File: config.mk
export PLATFORM = sky130hd
export DESIGN_NAME = dca_matrix_mreg2store_flex
export DESIGN_NICKNAME = d
export VERILOG_FILES = /design/src/rtl/dca_matrix_mreg2store_flex_pkg.sv /design/src/rtl/dca_matrix_mreg2store_flex_prefetch.sv /design/src/rtl/dca_matrix_mreg2store_flex.sv
export SDC_FILE = /design/constraint.sdc
export NUM_CORES = 1
export LEC_CHECK = 0
export ABC_AREA = 1
export ABC_CLOCK_PERIOD_IN_PS = 2250
export CORE_AREA = 2 2 107 109
export DETAILED_ROUTE_END_ITERATION = 8
export DIE_AREA = 0 0 109 111
export DONT_BUFFER_PORTS = 1
export HOLD_SLACK_MARGIN = 0.03
export PLACE_DENSITY = 0.39
export SETUP_SLACK_MARGIN = 0.02
export SYNTH_ARGS = -nofsm -noshare
export SYNTH_HDL_FRONTEND = slang
export SYNTH_SLANG_ARGS = --single-unit
File: constraint.sdc
create_clock -name clk -period 2.25 [get_ports clk]
set_input_delay 0.1125 -clock clk [delete_from_list [all_inputs] [get_ports clk]]
set_output_delay 0.1125 -clock clk [all_outputs]
set_load 0.01 [all_outputs]
File: src/rtl/dca_matrix_mreg2store_flex_pkg.sv
// Shared definitions for the mreg-to-store row drainer: FSM encoding
// and width derivations for the matrix/tensor row datapath.
package dca_matrix_mreg2store_flex_pkg;

    typedef enum logic [1:0] {
        ST_IDLE   = 2'd0,
        ST_STREAM = 2'd1,
        ST_DRAIN  = 2'd2
    } m2s_state_e;

    // Row counter must hold 0..num_rows inclusive.
    function automatic int bw_row_cnt(input int num_rows);
        return $clog2(num_rows + 1);
    endfunction

    function automatic int bw_tensor_row(input int size, input int bw_scalar);
        return size * bw_scalar;
    endfunction

endpackage

File: src/rtl/dca_matrix_mreg2store_flex_prefetch.sv
// dca_row_prefetch_buffer: one-row holding register with valid bit.
// Ports: load/load_data fill it, consume empties it, flush discards it.
module dca_row_prefetch_buffer #(
    parameter int BW_DATA = 128
) (
    input  logic               clk,
    input  logic               rstnn,
    input  logic               load,
    input  logic               consume,
    input  logic               flush,
    input  logic [BW_DATA-1:0] load_data,
    output logic               valid,
    output logic [BW_DATA-1:0] data
);

    logic               valid_q, valid_d;
    logic [BW_DATA-1:0] data_q, data_d;

    // Load wins over consume so a transfer and refill in one cycle
    // keep the buffer full (one row per cycle).
    always_comb begin
        valid_d = valid_q;
        data_d  = data_q;
        if (flush) begin
            valid_d = 1'b0;
        end else if (load) begin
            valid_d = 1'b1;
            data_d  = load_data;
        end else if (consume) begin
            valid_d = 1'b0;
        end
    end

    always_ff @(posedge clk or negedge rstnn) begin
        if (!rstnn) begin
            valid_q <= 1'b0;
            data_q  <= '0;
        end else begin
            valid_q <= valid_d;
            data_q  <= data_d;
        end
    end

    assign valid = valid_q;
    assign data  = data_q;

endmodule

File: src/rtl/dca_matrix_mreg2store_flex.sv
// Drains num_row rows from the mreg FIFO head to a store consumer,
// popping exactly num_row rows per job whatever the consumer's rlast does.
// Ports: clk/rstnn/clear/enable control; storereg_w* job request;
// mreg_move_* mreg head/pop; store_tensor_row_* consumer handshake;
// busy/done/length_error status.
module dca_matrix_mreg2store_flex
    import dca_matrix_mreg2store_flex_pkg::*;
#(
    parameter int MATRIX_SIZE_PARA  = 4,
    parameter int BW_TENSOR_SCALAR  = 32,
    parameter int OUTPUT_REGISTERED = 0,
    localparam int MATRIX_NUM_ROW   = MATRIX_SIZE_PARA,
    localparam int BW_TENSOR_ROW    = bw_tensor_row(MATRIX_SIZE_PARA, BW_TENSOR_SCALAR),
    localparam int BW_ROW_CNT       = bw_row_cnt(MATRIX_NUM_ROW)
) (
    input  logic                     clk,
    input  logic                     rstnn,
    input  logic                     clear,
    input  logic                     enable,
    output logic                     busy,
    output logic                     storereg_wready,
    input  logic                     storereg_wrequest,
    input  logic [BW_ROW_CNT-1:0]    storereg_wnum_row,
    output logic                     mreg_move_renable,
    input  logic [BW_TENSOR_ROW-1:0] mreg_move_rdata_list1d,
    input  logic                     store_tensor_row_rvalid,
    input  logic                     store_tensor_row_rlast,
    output logic                     store_tensor_row_rready,
    output logic [BW_TENSOR_ROW-1:0] store_tensor_row_rdata,
    output logic                     done,
    output logic                     length_error
);

    localparam logic [BW_ROW_CNT-1:0] ROWS_MAX = BW_ROW_CNT'(MATRIX_NUM_ROW);

    m2s_state_e state_q, state_d;

    logic [BW_ROW_CNT-1:0] num_row_q, num_row_d;
    logic [BW_ROW_CNT-1:0] pop_cnt_q, pop_cnt_d;
    logic [BW_ROW_CNT-1:0] xfer_cnt_q, xfer_cnt_d;
    logic                  len_err_q, len_err_d;

    logic [BW_ROW_CNT-1:0] xfer_next;
    logic [BW_ROW_CNT-1:0] pop_next;
    logic                  en_ok;
    logic                  in_stream;
    logic                  in_drain;
    logic                  rows_left;
    logic                  rready;
    logic                  xfer;
    logic                  last_row;
    logic                  term;
    logic                  early;
    logic                  pbuf_load;
    logic                  pbuf_valid;
    logic                  renable;
    logic                  drain_end;

    always_comb begin
        en_ok     = enable & ~clear;
        in_stream = (state_q == ST_STREAM);
        in_drain  = (state_q == ST_DRAIN);
        rows_left = (pop_cnt_q < num_row_q);

        if (OUTPUT_REGISTERED != 0) begin
            rready = in_stream & pbuf_valid & en_ok;
        end else begin
            rready = in_stream & en_ok;
        end

        xfer      = store_tensor_row_rvalid & rready;
        xfer_next = xfer_cnt_q + BW_ROW_CNT'(1);
        last_row  = (xfer_next == num_row_q);
        term      = xfer & (store_tensor_row_rlast | last_row);
        early     = xfer & store_tensor_row_rlast & ~last_row;

        // No refill on the job's final transfer: the row would be
        // discarded and throw off the pop count.
        if (OUTPUT_REGISTERED != 0) begin
            pbuf_load = in_stream & en_ok & rows_left
                      & (~pbuf_valid | xfer) & ~term;
            renable   = pbuf_load;
        end else begin
            pbuf_load = 1'b0;
            renable   = xfer;
        end
        renable   = renable | (in_drain & en_ok & rows_left);

        pop_next  = pop_cnt_q + BW_ROW_CNT'(renable);
        drain_end = in_drain & en_ok & (pop_next == num_row_q);
    end

    always_comb begin
        state_d    = state_q;
        num_row_d  = num_row_q;
        pop_cnt_d  = pop_cnt_q;
        xfer_cnt_d = xfer_cnt_q;
        len_err_d  = len_err_q;
        if (clear) begin
            state_d    = ST_IDLE;
            num_row_d  = '0;
            pop_cnt_d  = '0;
            xfer_cnt_d = '0;
            len_err_d  = 1'b0;
        end else if (enable) begin
            unique case (state_q)
                ST_IDLE: begin
                    if (storereg_wrequest) begin
                        num_row_d  = (storereg_wnum_row == '0) ?
                                     ROWS_MAX : storereg_wnum_row;
                        pop_cnt_d  = '0;
                        xfer_cnt_d = '0;
                        len_err_d  = 1'b0;
                        state_d    = ST_STREAM;
                    end
                end
                ST_STREAM: begin
                    pop_cnt_d = pop_next;
                    if (xfer) begin
                        xfer_cnt_d = xfer_next;
                    end
                    if (early) begin
                        len_err_d = 1'b1;
                        state_d   = ST_DRAIN;
                    end else if (term) begin
                        if (!store_tensor_row_rlast) begin
                            len_err_d = 1'b1;
                        end
                        state_d = ST_IDLE;
                    end
                end
                ST_DRAIN: begin
                    pop_cnt_d = pop_next;
                    if (drain_end) begin
                        state_d = ST_IDLE;
                    end
                end
                default: state_d = ST_IDLE;
            endcase
        end
    end

    always_ff @(posedge clk or negedge rstnn) begin
        if (!rstnn) begin
            state_q    <= ST_IDLE;
            num_row_q  <= '0;
            pop_cnt_q  <= '0;
            xfer_cnt_q <= '0;
            len_err_q  <= 1'b0;
        end else begin
            state_q    <= state_d;
            num_row_q  <= num_row_d;
            pop_cnt_q  <= pop_cnt_d;
            xfer_cnt_q <= xfer_cnt_d;
            len_err_q  <= len_err_d;
        end
    end

    generate
        if (OUTPUT_REGISTERED != 0) begin : g_pbuf
            logic pbuf_flush;

            assign pbuf_flush = clear | (in_stream & en_ok & early);

            dca_row_prefetch_buffer #(
                .BW_DATA (BW_TENSOR_ROW)
            ) u_pbuf (
                .clk       (clk),
                .rstnn     (rstnn),
                .load      (pbuf_load),
                .consume   (xfer),
                .flush     (pbuf_flush),
                .load_data (mreg_move_rdata_list1d),
                .valid     (pbuf_valid),
                .data      (store_tensor_row_rdata)
            );
        end else begin : g_comb
            assign pbuf_valid             = 1'b0;
            assign store_tensor_row_rdata = mreg_move_rdata_list1d;
        end
    endgenerate

    assign busy                    = (state_q != ST_IDLE);
    assign storereg_wready         = (state_q == ST_IDLE);
    assign mreg_move_renable       = renable;
    assign store_tensor_row_rready = rready;
    assign done                    = (in_stream & term & ~early) | drain_end;
    assign length_error            = len_err_q;

endmodule

==> out/metrics.cfg <==
[run_status]
status=finished with violations
failed_checks=negative setup slack

[global_route]
grt_max_degree=13
grt_pass1_wl_mm=5.46
grt_pass1_vias=1014
grt-ovfl-total=0
antenna_found_initial=0
gr-usage-all-layers=0.0591

[clock_tree]
clk_pin_slew_ns=0.04
cts_tree=built
clk_latency_ns=0.24
clockBufferDepth=2
htree_levels=1
cts_made_buffers=3
clock-root-buffer=clkbuf_16
cts_num_sinks=12

[cells_and_area]
drive_gt1_frac=0.317
syn2layout_area_growth_pct=-28.0
final_nets=293
antenna_cells=0
stdcell_area_um2=1370

[placement]
portBuffers=0
detailed_place.area_um2=1210
hpwlAfterDp_mm=2.98
gp_congestion=0.763

[detailed_routing]
drtIter0Drc=39
drt-wirelength-per-cell_um=12.8
via_per_inst=3.43
drt_drc_violations_left=0
detail-route-antenna-nets=0
drt_pass1_iterations=4
wl_mm=3.69
via_count=989

[yosys]
yosys_warnings=0
synth_most_common_cell=buf_4
ys.flop_type=dfrtp_1
synth_cell_types=26
syn_inst=257
synth_area_leaders=buf_4 50%, dfrtp_1 16%, nand2_1 6.9%
synth_nets=403
synth_edf_count=0
yosysTopAreaCell=buf_4
synth_common_cells=128 x buf_4, 35 x nand2_1, 21 x inv_1, 12 x dfrtp_1, 11 x nand3_1
synth-async-reset-ratio=1.00
synth_seq_cells=12
yosysSeqAreaShare=0.157
syn_area_per_cell_um2=7.42
synth_top_area_frac=0.504
netlist_area_um2=1910

[pwr]
p_per_area_nw_per_um2=629
combPwrFrac=0.334
switching_share=0.337
peakVddDrop_mv=0.207
switchingPower_uw=291
p_int_uw=573
seqPwrFrac=0.297
power_leakage_nw=0.584
p_clk_frac=0.369

[hold_path]
hp-class=primary input to flip-flop

[timing]
finalHoldViolations=0
drv_slew=0
timing.final.crit_period_ns=2.27
period_share=1.01
worst_hold_slack_ns=0.0679
grt_setup_unrepaired=true
setup_ws_ns=-0.0182
setup_viol=1
max_slew.worst_pin.slew_ns=0.597
finClkSkew_ns=0.00189
slew_headroom=0.599
clock.fmax_mhz=441

[setup_path]
endpoint_kind=output port
timing.rr.end=state_q[0]
r2r.worst_path.cells=15
cp.arrival_ns=2.16
cp.required_ns=2.14
critPathLaunchType=flip-flop
crit_end=done
rrSetupSlack_ns=0.03
cp_max_fo=3
startpoint=pop_cnt_q[2]
critPathKind=flip-flop to output port
rr_startpoint=pop_cnt_q[2]

[die]
core-area_um2=11100
die_width_um=109
die_area_um2=12100
rows=39
chipHeight_um=111
io_pins=272
initial_core_util=0.172

[run]
drv_cap=0

-- through the flow --
stage / std cells / setup WS, ns / utilization / total power, mW / setup TNS, ns
final: 288 / -0.0182 / 0.124 / 0.864 / -0.0182
after floorplan: 257 / 0.0945 / - / 0.689 / 0
after detailed placement: 283 / -0.00802 / 0.109 / 0.537 / -0.0139
after CTS: 288 / -0.0117 / 0.120 / 0.878 / -0.0117
after global routing: 288 / -0.147 / 0.124 / 0.928 / -0.388
after global placement: 283 / 0.0752 / 0.109 / 0.535 / 0
-- metal layers --
metal | up-vias | part of all wire | global-route usage
met3 | 50 | 0.14 | 0.0347
li1 | 457 | - | -
met5 | - | 0 | 0
met2 | 38 | 0.43 | 0.0849
met4 | 0 | 0.11 | 0.0590
met1 | 444 | 0.32 | 0.0564
-- worst max-delay path: stages, from the launching register on --
cell,delay [ns]
dfrtp_1,0.41
ha_4,0.29
o211ai_1,0.08
nand2_1,0.10
o21ai_2,0.08
ha_2,0.20
ha_4,0.28
inv_2,0.03
nand2_2,0.06
nand2_2,0.05
nor2_2,0.11
nand3_2,0.12
nand2_2,0.12
-- how the worst min path moves through the flow --
stage / from / endpoint / slack (ns) / depth (start not counted)
floorplan: rstnn / length_error / -0.18 / 0
global placement: rstnn / xfer_cnt_q[2] / -0.18 / 0
detailed placement: rstnn / xfer_cnt_q[2] / -0.18 / 0
CTS: storereg_wnum_row[2] / num_row_q[2] / 0.07 / 2
global route: storereg_wnum_row[2] / num_row_q[2] / 0.08 / 2
finish: storereg_wnum_row[2] / num_row_q[2] / 0.07 / 2
-- layout by cell type (no fill, tap or decap), types with 3 or more instances in the layout --
master / Yosys / final
dfrtp_1: 12 / 12
inv_2: 1 / 4
buf_4: 128 / 12
inv_1: 21 / 18
nand2_1: 35 / 29
nand3_1: 11 / 10
a21oi_1: 4 / 3
nand4_1: 3 / 3
o22ai_1: 3 / 3
ha_1: 8 / 3
ha_4: 0 / 3
clkbuf_16: 0 / 3
o21ai_1: 3 / 3
nand2_2: 3 / 9
o21ai_0: 7 / 6
nor2_1: 5 / 4
-- power groups by stage --
stage               combinational, mW  clock [mW]  sequential [mW]
floorplan                       0.435           0            0.254
finish                          0.289       0.319            0.256
global route                    0.328       0.339            0.261
detailed placement              0.278           0            0.259
CTS                             0.288       0.335            0.256
global placement                0.276           0            0.259
-- registers in the layout, summed over array words and instances (netlist names) --
name / count
xfer_cnt_q: 3
length_error: 1
num_row_q: 3
state_q: 2
pop_cnt_q: 3
-- area by class of cell --
type                       instances  area [µm²]
clock buffer                       3        75.1
fill                            1254        9700
inverter                          24        93.8
multi-input combinational         93         626
sequential                        12         300
tap                              143         179
timing repair buffer              13         100
-- repair_timing --
item | CTS | global route
pin swaps | 3 | 13
endpoints found under the setup margin | 3 | 3
setup buffers | 1 | 0
hold buffers | 1 | 0
endpoints found under the hold margin | 12 | 0
gates resized for setup | 5 | 12
-- logic make-up after synthesis --
family                   count (synthesis)  share of synthesized area
flip-flops                              12                      0.157
XOR/XNOR                                 1                    0.00459
AO/OA/AOI/OAI                           22                     0.0734
adder cells (fa/ha/maj)                  8                     0.0525
AND/OR/NAND/NOR                         62                      0.159
buffers and inverters                  152                      0.553
No activity file was read; power rests on OpenSTA's default activity.
